<file path="src/rtl/instrn_fetch_ctrl.sv">
// instrn_fetch_ctrl
//   Sequences instruction fetch for the program-counter subsystem: issues a
//   req/ack handshake to instruction memory at the current PC and holds the
//   returned word until the control FSM takes it. A PC change while a fetch
//   is in flight marks that fetch stale: the handshake still completes, its
//   data is dropped and the request is reissued at the new PC. A request
//   left unacknowledged for TIMEOUT cycles raises a sticky error.
//
// Ports
//   Clk, Reset          clock (rising edge), asynchronous active-low reset
//   Fetch_En            fetch permitted
//   PC                  current program counter
//   Pc_Changed          branch/return load; in-flight or held instruction stale
//   Instrn_Taken        consumer accepts Crnt_Instrn
//   Err_Clr             clears sticky Fetch_Err
//   Imem_Req/Imem_Addr  memory request and address (address stable during Req)
//   Imem_Ack/Imem_Data  memory accept and same-cycle data
//   Crnt_Instrn         held instruction
//   Instrn_Vld          Crnt_Instrn valid and not yet taken
//   Busy                request outstanding
//   Fetch_Err           sticky ack-timeout error
module instrn_fetch_ctrl #(
  parameter int unsigned        ADDR_W     = 8,
  parameter int unsigned        DATA_W     = 32,
  parameter int unsigned        TIMEOUT    = 15,
  parameter logic [DATA_W-1:0]  NOP_INSTRN = '0
) (
  input  logic              Clk,
  input  logic              Reset,
  input  logic              Fetch_En,
  input  logic [ADDR_W-1:0] PC,
  input  logic              Pc_Changed,
  input  logic              Instrn_Taken,
  input  logic              Err_Clr,
  output logic              Imem_Req,
  output logic [ADDR_W-1:0] Imem_Addr,
  input  logic              Imem_Ack,
  input  logic [DATA_W-1:0] Imem_Data,
  output logic [DATA_W-1:0] Crnt_Instrn,
  output logic              Instrn_Vld,
  output logic              Busy,
  output logic              Fetch_Err
);

  typedef enum logic [1:0] {
    IDLE = 2'd0,
    REQ  = 2'd1,
    HOLD = 2'd2,
    ERR  = 2'd3
  } state_t;

  // Last REQ cycle count value before timing out (count starts at 0).
  localparam logic [7:0] TMO_LAST = 8'(TIMEOUT - 1);

  state_t              r_state;
  logic                r_req;
  logic [ADDR_W-1:0]   r_addr;
  logic [DATA_W-1:0]   r_instrn;
  logic                r_vld;
  logic                r_busy;
  logic                r_err;
  logic [7:0]          r_cnt;
  logic                r_discard;

  always_ff @(posedge Clk or negedge Reset) begin
    if (!Reset) begin
      r_state   <= IDLE;
      r_req     <= 1'b0;
      r_addr    <= '0;
      r_instrn  <= NOP_INSTRN;
      r_vld     <= 1'b0;
      r_busy    <= 1'b0;
      r_err     <= 1'b0;
      r_cnt     <= '0;
      r_discard <= 1'b0;
    end else begin
      case (r_state)
        IDLE: begin
          if (Fetch_En) begin
            r_addr    <= PC;
            r_req     <= 1'b1;
            r_busy    <= 1'b1;
            r_cnt     <= '0;
            r_discard <= 1'b0;
            r_state   <= REQ;
          end
        end
        REQ: begin
          if (Imem_Ack) begin
            // A PC change coinciding with the ack is handled like a stale
            // fetch: drop the data and restart the handshake at the new PC.
            if (r_discard || Pc_Changed) begin
              r_discard <= 1'b0;
              r_addr    <= PC;
              r_cnt     <= '0;
            end else begin
              r_instrn <= Imem_Data;
              r_vld    <= 1'b1;
              r_req    <= 1'b0;
              r_busy   <= 1'b0;
              r_state  <= HOLD;
            end
          end else if (r_cnt == TMO_LAST) begin
            r_req     <= 1'b0;
            r_busy    <= 1'b0;
            r_err     <= 1'b1;
            r_discard <= 1'b0;
            r_state   <= ERR;
          end else begin
            r_cnt <= r_cnt + 8'd1;
            if (Pc_Changed) begin
              r_discard <= 1'b1;
            end
          end
        end
        HOLD: begin
          if (Pc_Changed || Instrn_Taken) begin
            r_vld <= 1'b0;
            if (Fetch_En) begin
              r_addr    <= PC;
              r_req     <= 1'b1;
              r_busy    <= 1'b1;
              r_cnt     <= '0;
              r_discard <= 1'b0;
              r_state   <= REQ;
            end else begin
              r_state <= IDLE;
            end
          end
        end
        ERR: begin
          if (Err_Clr) begin
            r_err   <= 1'b0;
            r_state <= IDLE;
          end
        end
        default: r_state <= IDLE;
      endcase
    end
  end

  assign Imem_Req    = r_req;
  assign Imem_Addr   = r_addr;
  assign Crnt_Instrn = r_instrn;
  assign Instrn_Vld  = r_vld;
  assign Busy        = r_busy;
  assign Fetch_Err   = r_err;

endmodule

</file>
<file path="config.mk">
export PLATFORM = sky130hd
export DESIGN_NAME = instrn_fetch_ctrl
export DESIGN_NICKNAME = d
export VERILOG_FILES = /design/src/rtl/instrn_fetch_ctrl.sv
export SDC_FILE = /design/constraint.sdc
export NUM_CORES = 1
export LEC_CHECK = 0
export CORE_ASPECT_RATIO = 2
export CORE_MARGIN = 2
export CORE_UTILIZATION = 45
export DETAILED_ROUTE_END_ITERATION = 6
export HOLD_SLACK_MARGIN = 0.15
export PLACE_DENSITY = 0.82
export SYNTH_ARGS = -nofsm -noshare
export SYNTH_HDL_FRONTEND = slang
export SYNTH_SLANG_ARGS = --single-unit
</file>
<file path="constraint.sdc">
create_clock -name Clk -period 5.1 [get_ports Clk]
set_input_delay 1.02 -clock Clk [delete_from_list [all_inputs] [get_ports Clk]]
set_output_delay 1.02 -clock Clk [all_outputs]
set_load 0.05 [all_outputs]
</file>
# Word level (Yosys, flattened, before mapping)
# Index checks and enable logic that the tools add are counted.
# totals
ff_bits	55
latchBits	0
mem_bits_rw	0
romBits	0
input_bits	47
wordCells	85
memories	0
# op_classes
n_addsub	1
mul	0
n_div	0
order_cmp	0
eq_ne	17
shift	0
muxes	43
bitwise	1
reduce_logical	14
# ops
operator	n
$mux W8	9
$pmux W8 S3	2
$reduce_and A4 Y1	6
$mux W1	20
$ne A2 B2 Y1 const B	8
$mux W2	6
$ne A3 B3 Y1 const B	4
$pmux W1 S3	3
$add A8 B1 Y8 const B	1
$eq A8 B4 Y1 const B	1
$pmux W2 S4	1
$reduce_and A5 Y1	1
$eq A2 B2 Y1 const B	2
$ne A4 B4 Y1 const B	1
$pmux W1 S2	2
$reduce_bool A2 Y1	2
$reduce_and A3 Y1	1
$reduce_bool A3 Y1	1
$eq A2 B1 Y1 const B	1
$logic_not A2 Y1	1
$logic_or A1 B1 Y1	2
$not A1 Y1	1

# Longest topological paths before layout
# depth
ltp_word	4
depth_mapped	7

# Least setup slack after synthesis
# No wires, ideal clock.
# synth_timing
path_type	input port to flip-flop
startpoint	in Pc_Changed
endpoint	reg r_instrn[12] (netlist: Crnt_Instrn[12])
setup_ns	0.125
t_arrival_ns	2.029
t_required_ns	4.975
setup_slack_ns	2.946
cell_stages	5
path_cell_list	nor3b_1 > and2_1 > buf_4 > buf_4 > mux2_2
# synth_between
elab_chain_cells	3
# synth_rtl
element	line_no	text
start: declaration	32	input logic Pc_Changed,
$logic_or A1 B1 Y1	92	if (r_discard || Pc_Changed) begin
$not A1 Y1 (no line)	n/a	
$reduce_and A3 Y1 (no line)	n/a	
end signal: assignment	97	r_instrn <= Imem_Data;
end: declaration	58	logic [DATA_W-1:0] r_instrn;
# No other way between the ends.
# A chain may end at the register's enable or synchronous reset.

# Worst setup path after layout
# layout_timing
startpoint	in Imem_Ack
endpoint	reg r_instrn[17] (netlist: Crnt_Instrn[17])
# layout_between
elab_chain_cells	1
# layout_rtl
element	line_no	text
start: declaration	37	input logic Imem_Ack,
$reduce_and A3 Y1 (no line)	n/a	
# No other way between the ends.

==> run summary <==
===========================================================================================
Status                                                                         finished, final reports clean
Post-synth top flop                                                            sky130_fd_sc_hd__dfrtp_1
Startpoint of the worst register-to-register path                                r_state[0]
Count of flip-flops with a built-in enable after synthesis                                0
Aggregate negative setup slack                                                         0 ns
Cell count after synthesis                                                              173
Maximum fanout encountered on the critical timing path                                   18
Share of power burned in the clock network                                             9.5%
Area growth from synthesis to layout                                                  43.4%
Number of iterations in the first detailed-routing pass                                   4
Aggregate global routing overflow                                                         0
Data required time at the worst endpoint                                            5.28 ns
Placement-stage cell area                                                       0.00328 mm²
Final WL                                                                            5.07 mm
Number of nets at the end of the flow                                                   315
Synthesized flop and latch total                                                         55
Most common cell after layout, fill and taps aside                             sky130_fd_sc_hd__clkdlybuf4s50_1
Critical Path Start Type                                                          input pin
Maximum number of pins on one net before global-route repair                             56
Number of buffers and inverters on the critical path                                      2
Power share of the sequential group                                                   31.9%
Gate power share                                                                      58.6%
Worst min-delay path class                                                     flop to flop
Number of antenna violations at the first check in global routing                         0
Width of the die                                                                    55.1 µm
Final estimated routing congestion in global placement                                0.843
Kind of critical path                                                          input pin to flop
Number of design-rule violations left by the first detailed-router iteration             56
First-pass GRT wire length                                                          8.20 mm
R2R cell count                                                                            4
Number of global-route vias before repair                                              1763
Worst slew slack as a fraction of its limit                                           47.4%
Switching power of the nets                                                         1.13 mW
Number of violations of the max-capacitance limit                                         0
Number of hold-slack violations in the final timing report                                0
Sequential element share of the synthesized area                                      58.6%
Endpoint of the worst hold path                                                    Imem_Req
Static Leakage                                                                      1.40 nW
Std-Cell Rows                                                                            37
Total number of vias                                                                   1724
Cts repair resizes                                                                        0
Mapped cell area                                                                0.00235 mm²
IO buf count                                                                             90
Final Slew Violations                                                                     0
Ant diodes                                                                                0
Buffers inserted during post-CTS setup optimization                                       0
Post-route ant nets                                                                       0
Startpoint of the worst hold path                                                  Imem_Req
Fraction of synthesis flops using an asynchronous set or reset pin                     100%
Starting utilization of the core area                                                 46.1%
Worst supply voltage drop on vdd                                                     519 µV
Design internal power                                                               1.26 mW
Setup-violating endpoint count in the final report                                        0
Unrepaired setup endpoints after global routing                                       false
Area of the multi-input gates                                                       908 µm²
Post-cts hold buffer count                                                                0
Final worst path period need                                                        3.17 ns
Number of levels in the clock H-tree                                                      2
Delay of the slowest critical-path stage                                            0.70 ns
Area of all placed cells without fillers                                        0.00337 mm²
Source-to-sink clock delay at the later pin of the worst-skew pair                  0.30 ns
Area of the core                                                                0.00509 mm²
Clk sinks                                                                                55
Mean cell area of the mapped netlist                                               13.6 µm²
Most used cells in the layout excluding fill and tap cells                     sky130_fd_sc_hd__clkdlybuf4s50_1, sky130_fd_sc_hd__dfrtp_1, sky130_fd_sc_hd__mux2_2
Critical Path Slowest Stage Cell                                               sky130_fd_sc_hd__and2_1
Fraction of layout instances using a drive strength above 1                           21.3%
Buffer cell driving the clock tree root                                        sky130_fd_sc_hd__clkbuf_8
Number of unique standard cell types used by synthesis                                   38
Number of synthesis warnings                                                              0
Largest delay contributor family on the critical path                          simple AND/OR/NAND/NOR gates
I/O pin cnt                                                                              91
Switching fraction of total power                                                     47.3%
Post-route clock skew                                                            0.00501 ns
Overall global routing resource usage                                                 19.0%
Maximum frequency from static timing analysis                                       315 MHz
Routed length per placed instance                                                   15.6 µm
Power Dens Cells                                                                 711 mW/mm²
Kind of end point of the critical path                                                 flop
Post-DR vias/cell                                                                      5.30
Number of stages on the worst hold path                                                   1
Slew at the pin closest to its max-slew limit                                      0.790 ns
Height of the chip                                                                   106 µm
Fill count                                                                              399
Sequential cell area                                                            0.00138 mm²
Detailed-route DRC error count                                                            0
Register-to-Register Setup Slack                                                    2.66 ns
Post-detailed-placement half-perimeter wirelength                                   3.94 mm
Die footprint                                                                   0.00585 mm²
Cells along the critical path                                                  clkdlybuf4s50_1 > nor3b_1 > and2_1 > buf_4 > mux2_2
Clock tree from TritonCTS                                                               yes
TritonCTS Buffers                                                                         5
Clock transition at path regs                                                       0.09 ns
Clock Tree Buf Depth                                                                      2
Reg2reg end                                                                    Crnt_Instrn[17]
Data arrival time of the worst path                                                 3.36 ns
Utilization after layout                                                              66.1%
Post-route clock period utilization                                                   62.2%
Total nets after synthesis                                                              222
===========================================================================================
==> cell type report <==
| type | instances | area share, % |
|---|---|---|
| clock buffer | 5 | 2.04 |
| tap | 58 | 2.16 |
| sequential | 55 | 40.9 |
| timing repair buffer | 92 | 27.1 |
| multi-input combinational | 108 | 27.0 |
| clock inverter | 3 | 0.446 |
| inverter | 4 | 0.446 |
==> how the worst max path moves through the flow <==
stage | cells after the start | end | startpoint | slack, ns
3_3_place_gp | 5 | Crnt_Instrn[18] | Imem_Ack | 1.66
3_5_place_dp | 5 | Crnt_Instrn[17] | Imem_Ack | 1.57
5_1_grt | 5 | Crnt_Instrn[31] | Imem_Ack | 1.72
2_1_floorplan | 5 | Crnt_Instrn[12] | Pc_Changed | 2.95
4_1_cts | 5 | Crnt_Instrn[17] | Imem_Ack | 1.89
6_report | 5 | Crnt_Instrn[17] | Imem_Ack | 1.93
==> power by group through the flow <==
stage | clock network (mW) | registers [mW] | logic, mW
after detailed placement | 0 | 0.771 | 1.42
after global routing | 0.252 | 0.793 | 1.47
after CTS | 0.234 | 0.765 | 1.42
after global placement | 0 | 0.764 | 1.40
final | 0.228 | 0.764 | 1.40
after floorplan | 0 | 1.36 | 0.357
==> state kept, by name (all words and copies together), names as in the netlist <==
| name | count |
|---|---|
| Busy | 1 |
| Crnt_Instrn | 32 |
| Fetch_Err | 1 |
| Imem_Addr | 8 |
| Imem_Req | 1 |
| Instrn_Vld | 1 |
| r_cnt | 8 |
| r_discard | 1 |
| r_state | 2 |
==> cell families (layout without fill, tap and decap cells) <==
family                     count (synthesis)  count (layout)  share of synthesized area, %
muxes                                     41              41                          19.6
DFF                                       55              55                          58.6
buffers and inverters                     10             104                          2.72
and+or+nand+nor                           39              39                          10.2
adders and majority gates                  2               2                          1.07
AOI/OAI and AO/OA                         26              26                          7.78
==> layer usage <==
layer	global-route usage [%]	share of wire, %	up-vias
met5	0	0	-
met2	32.4	57	47
met3	3.93	3.1	10
met4	7.49	2.7	0
met1	22.1	38	856
li1	-	-	811
==> synthesized netlist by cell type (2+ instances only) <==
master / count / area share [%]
sky130_fd_sc_hd__a21oi_1: 3 / 0.64
sky130_fd_sc_hd__a31oi_1: 3 / 0.80
sky130_fd_sc_hd__and2_1: 2 / 0.53
sky130_fd_sc_hd__buf_4: 5 / 1.6
sky130_fd_sc_hd__dfrtp_1: 55 / 59
sky130_fd_sc_hd__ha_1: 2 / 1.1
sky130_fd_sc_hd__inv_1: 4 / 0.64
sky130_fd_sc_hd__mux2_2: 40 / 19
sky130_fd_sc_hd__nand2_1: 6 / 0.96
sky130_fd_sc_hd__nand3_1: 4 / 0.85
sky130_fd_sc_hd__nor2_1: 7 / 1.1
sky130_fd_sc_hd__nor2b_1: 3 / 0.80
sky130_fd_sc_hd__nor3_1: 3 / 0.64
sky130_fd_sc_hd__nor3b_1: 3 / 0.96
sky130_fd_sc_hd__o21a_1: 3 / 0.96
sky130_fd_sc_hd__o21ai_0: 6 / 1.3
sky130_fd_sc_hd__o31ai_1: 3 / 0.96
==> stage by stage <==
stage / power, mW / cells / setup WS, ns / hold WS, ns
after floorplan: 1.71 / 173 / 2.95 / 0.467
after global placement: 2.16 / 317 / 1.66 / 0.477
after detailed placement: 2.19 / 317 / 1.57 / 0.484
after CTS: 2.42 / 325 / 1.89 / 0.510
after global routing: 2.51 / 325 / 1.72 / 0.529
final: 2.39 / 325 / 1.93 / 0.505
No activity file was read; power rests on OpenSTA's default activity.
==> edit 1: new RTL, same settings <==
Set the parameter `DATA_W` to 16 (it was 32).
--- a/src/rtl/instrn_fetch_ctrl.sv
+++ b/src/rtl/instrn_fetch_ctrl.sv
@@ -23,3 +23,3 @@
   parameter int unsigned        ADDR_W     = 8,
-  parameter int unsigned        DATA_W     = 32,
+  parameter int unsigned        DATA_W     = 16,
   parameter int unsigned        TIMEOUT    = 15,
Interface: changed (resized Crnt_Instrn and Imem_Data); port bits go from 91 to 59. The function was not compared with the original's and may differ.
==> edit 1 against the original RTL <==
  * Via count down 16%
  * Cell count shrank 21%
  * Critical endpoint is now Imem_Addr[4]$_DFFE_PN0P_
  * Worst setup slack gained 0.27 ns
  * Combinational power is 31% lower
  * Sequential cell count down 16
  * Clock power is 12% lower
  * Worst hold slack lost 0.0059 ns
  * Area after synthesis down 24%
  * Routed wire length shrank 14%
  * Design area is 26% lower
  * Power fell by 29%
==> edit 1: results (changes against the original RTL) <==
Status: finished clean
Initial DRC Count: 26 (-54%)
Final core area utilization: 64.91% (-1.2 points)
Port Buf Inserts: 58 (-36%)
Multi-input comb cells: 95 (-12%)
Hold_ws: 0.4993 ns (-0.005851 ns)
GRT Util Overall: 21.76% (+2.8 points)
Number of global-route vias before repair: 1635 (-7.3%)
Worst reg2reg endpoint: Busy$_DFFE_PN0P_
Max incr delay on CP: 0.91 ns (+0.21 ns)
Number of fill cells: 308 (-23%)
Peak VDD IR: 0.4622 mV (-11%)
Drt via density: 5.626 (+6.1%)
Sequential element share of the synthesized area: 54.47% (-4.1 points)
Synth Area in Compound Gates: 10.89% (+3.1 points)
M1 wire length: 1457 um (-23%)
Sequential standard cell area: 975.9 um2 (-29%)
Floorplan row count: 32 (-14%)
Fraction of area in multi-input gates: 30.84% (+3.9 points)
Share of post-route cells with drive strength above 1: 19.42% (-1.9 points)
Num sequential: 39 (-29%)
# nets final: 238 (-24%)
Largest net degree at the start of global routing: 40 (-29%)
Post-Layout Cell Count: 257 (-21%)
Met1 global-route usage: 22.44% (+0.36 points)
Signal buf overhead: 23.37% (-3.7 points)
Most frequent cells after synthesis: dfrtp_1, mux2_2, nand2_1, o21ai_0
Clock buf/inv share: 3.360% (+0.87 points)
Grt met3 use: 5.751% (+1.8 points)
Worst R2R Path Depth: 6 (+2)
Global placement routability congestion: 0.7524 (-11%)
First-pass GRT wire length: 7562 um (-7.7%)
Clk Latency, worst-skew pair: 0.29 ns
Worst Hold End: Crnt_Instrn[15]$_DFFE_PN0P_
Non-clock buffer count: 59 (-36%)
Placed Cells: 249 (-21%)
Clock-pin transition on the worst setup and hold timing paths: 0.07 ns (-0.02 ns)
Ranking of synthesized cells by area: dfrtp_1, mux2_2, o21ai_0, mux2_1, nor3_4
Hold path start: Crnt_Instrn[15]$_DFFE_PN0P_
Slowest cell on crit path: a221oi_2
Max reg flops: 16 (-50%)
Met2 Usage GRT: 37.33% (+4.9 points)
Place WS: 1.876 ns (+0.3058 ns)
Static Leak: 1.040 nW (-26%)
Critical path peak fanout: 13 (-5)
Clk_skew: 0.007265 ns (+0.002260 ns)
Inverters: 5 (+1)
Wire length per cell: 17.00 um (+9.0%)
Worst path arrival time: 3.08 ns (-0.28 ns)
Syn nets: 177 (-20%)
R2r startpoint: r_cnt[0]$_DFFE_PN0P_
DR WL met3: 317 um (+100%)
Post-DP Area: 2411 um2 (-27%)
Post-synthesis adder-cell area fraction: 1.397% (+0.33 points)
Post-DP HPWL: 3306 um (-16%)
edit 1: worst max path at each step:
stage,from,to,cells after the start
after floorplan,Pc_Changed,Crnt_Instrn[0]$_DFFE_PN0P_,4
final,Pc_Changed,Imem_Addr[4]$_DFFE_PN0P_,4
after CTS,Pc_Changed,Imem_Addr[6]$_DFFE_PN0P_,4
after detailed placement,Pc_Changed,Imem_Addr[5]$_DFFE_PN0P_,4
after global placement,Pc_Changed,Imem_Addr[7]$_DFFE_PN0P_,4
after global routing,Pc_Changed,r_cnt[5]$_DFFE_PN0P_,5
edit 1: where the power goes:
group / leakage [nW] / total, mW / switching (mW) / internal, mW
Combinational: 0.512 / 0.973 / 0.607 / 0.366
Clock: 0.0477 / 0.201 / 0.107 / 0.0935
Sequential: 0.480 / 0.535 / 0.0962 / 0.439
edit 1: worst max-delay path: cells and delay by family:
kind            cells  cell delay [ns]
compound gates      2             1.11
buf+inv             1             0.53
mux                 1             0.42
==> edit 2: new RTL, same flow settings <==
Made on the original files. Reset style: synchronous (`Reset`), changed in one clocked block. Comments in the files are not updated.
--- a/src/rtl/instrn_fetch_ctrl.sv
+++ b/src/rtl/instrn_fetch_ctrl.sv
@@ -64,3 +64,3 @@
 
-  always_ff @(posedge Clk or negedge Reset) begin
+  always_ff @(posedge Clk) begin
     if (!Reset) begin
Formal check against the unedited RTL: differs if Reset is asserted again (counterexample within 4 cycles, from zero or initial values and one cycle with Reset low); with Reset held inactive, the same outputs for 4 cycles.
==> edit 2 against the original RTL <==
  * Routed wire length is 18% higher
  * Sequential cell count stayed put
  * First-iteration DRC count is 21% higher
  * Synthesized cell count is 63% higher
  * Design area is 2.9% lower
  * Area after synthesis is 3.5% lower
  * Sequential share of layout area is 7.2 points lower
  * Worst setup slack better by 0.061 ns
Power is not compared: it rests on default switching activity, and its combinational part moved more than twofold at a synthesized area within 25%.
==> edit 2: results (changes against the original RTL) <==
Hold Crit Class: reg -> reg
Syn nets: 331 (+49%)
Post-synthesis adder-cell area fraction: 1.104% (+0.039 points)
WHS Path Cells: 2 (+1)
Initial DRC Count: 68 (+21%)
Worst Hold End: Imem_Req$_SDFFE_PN0P_
Ranking of synthesized cells by area: dfxtp_1, nand2_1, a21oi_1, mux2i_1, o21ai_0
Drt total wl: 5998 um (+18%)
Clk_skew: 0.01675 ns (+0.01175 ns)
GRT Util Overall: 22.50% (+3.5 points)
Clk Latency, worst-skew pair: 0.32 ns (+0.02 ns)
Number of fill cells: 420 (+5.3%)
Met2 Wirelength: 3269 um (+14%)
Mux contribution to synthesized area: 3.534% (-16 points)
Post-synth ARST share: 0% (-100 points)
Slowest cell on crit path: nor2_2
Crit path launch: Imem_Ack
Critical path peak fanout: 33 (+15)
Max incr delay on CP: 0.96 ns (+0.26 ns)
Worst reg2reg endpoint: Crnt_Instrn[17]$_SDFFE_PN0P_
Largest net degree at the start of global routing: 34 (-39%)
Mapped Cells: 282 (+63%)
Synth cell types: 36 (-5.3%)
Port Buf Inserts: 90 (unchanged)
Wire length per cell: 14.18 um (-9.1%)
Static Leak: 1.163 nW
Reg2Reg Setup Slack: 2.92 ns (+0.26 ns)
Most frequent cells after synthesis: nand2_1, dfxtp_1, a21oi_1, clkbuf_1, o21ai_0
Grt met3 use: 4.023% (+0.090 points)
# nets final: 414 (+31%)
Sequential element share of the synthesized area: 48.59% (-10 points)
Via count: 2266 (+31%)
Hold_ws: 0.4485 ns (-0.05657 ns)
Hold path start: Imem_Req$_SDFFE_PN0P_
Synth Area in Compound Gates: 19.49% (+12 points)
Share of post-route cells with drive strength above 1: 4.918% (-16 points)
Met1 global-route usage: 23.07% (+1.0 points)
Number of global-route vias before repair: 2159 (+22%)
Status: finished clean
Relative slew slack: 16.74% (-31 points)
Met2 Usage GRT: 40.02% (+7.6 points)
Post-DP HPWL: 4472 um (+14%)
R2r startpoint: r_discard$_SDFFE_PN0P_
Global placement routability congestion: 0.8616 (+2.2%)
Worst R2R Path Depth: 4 (unchanged)
M1 wire length: 2192 um (+15%)
DR WL met3: 309 um (+99%)
Worst path arrival time: 3.35 ns (about the same)
Placed Cells: 415 (+31%)
## edit 2: kinds of logic after synthesis
group                      Yosys count
AOI/OAI and AO/OA                   75
adders and majority gates            2
buffers and inverters               20
DFF                                 55
muxes                                8
and+or+nand+nor                    122
## edit 2: area by class of cell
cell class                 instances  area [um2]  share of cell area (%)
clock buffer                       5       68.82                   2.105
multi-input combinational        207        1079                   32.99
sequential                        55        1101                   33.68
timing repair buffer              91       908.4                   27.78
tap                               57       71.32                   2.181
inverter                           5       18.77                  0.5741
clock inverter                     3       22.52                  0.6889
## edit 2: through the flow
stage / setup slack [ns] / instance area (um2)
floorplan: 2.904 / 2266
global placement: 1.766 / 3178
detailed placement: 1.659 / 3178
CTS: 1.989 / 3269
global route: 1.795 / 3269
finish: 1.989 / 3269
## edit 2: report_power, final
part / internal [mW] / total, mW / switching (mW)
clock network: 0.0987 / 0.247 / 0.149
logic: 0.0910 / 0.221 / 0.130
registers: 0.451 / 0.467 / 0.0160
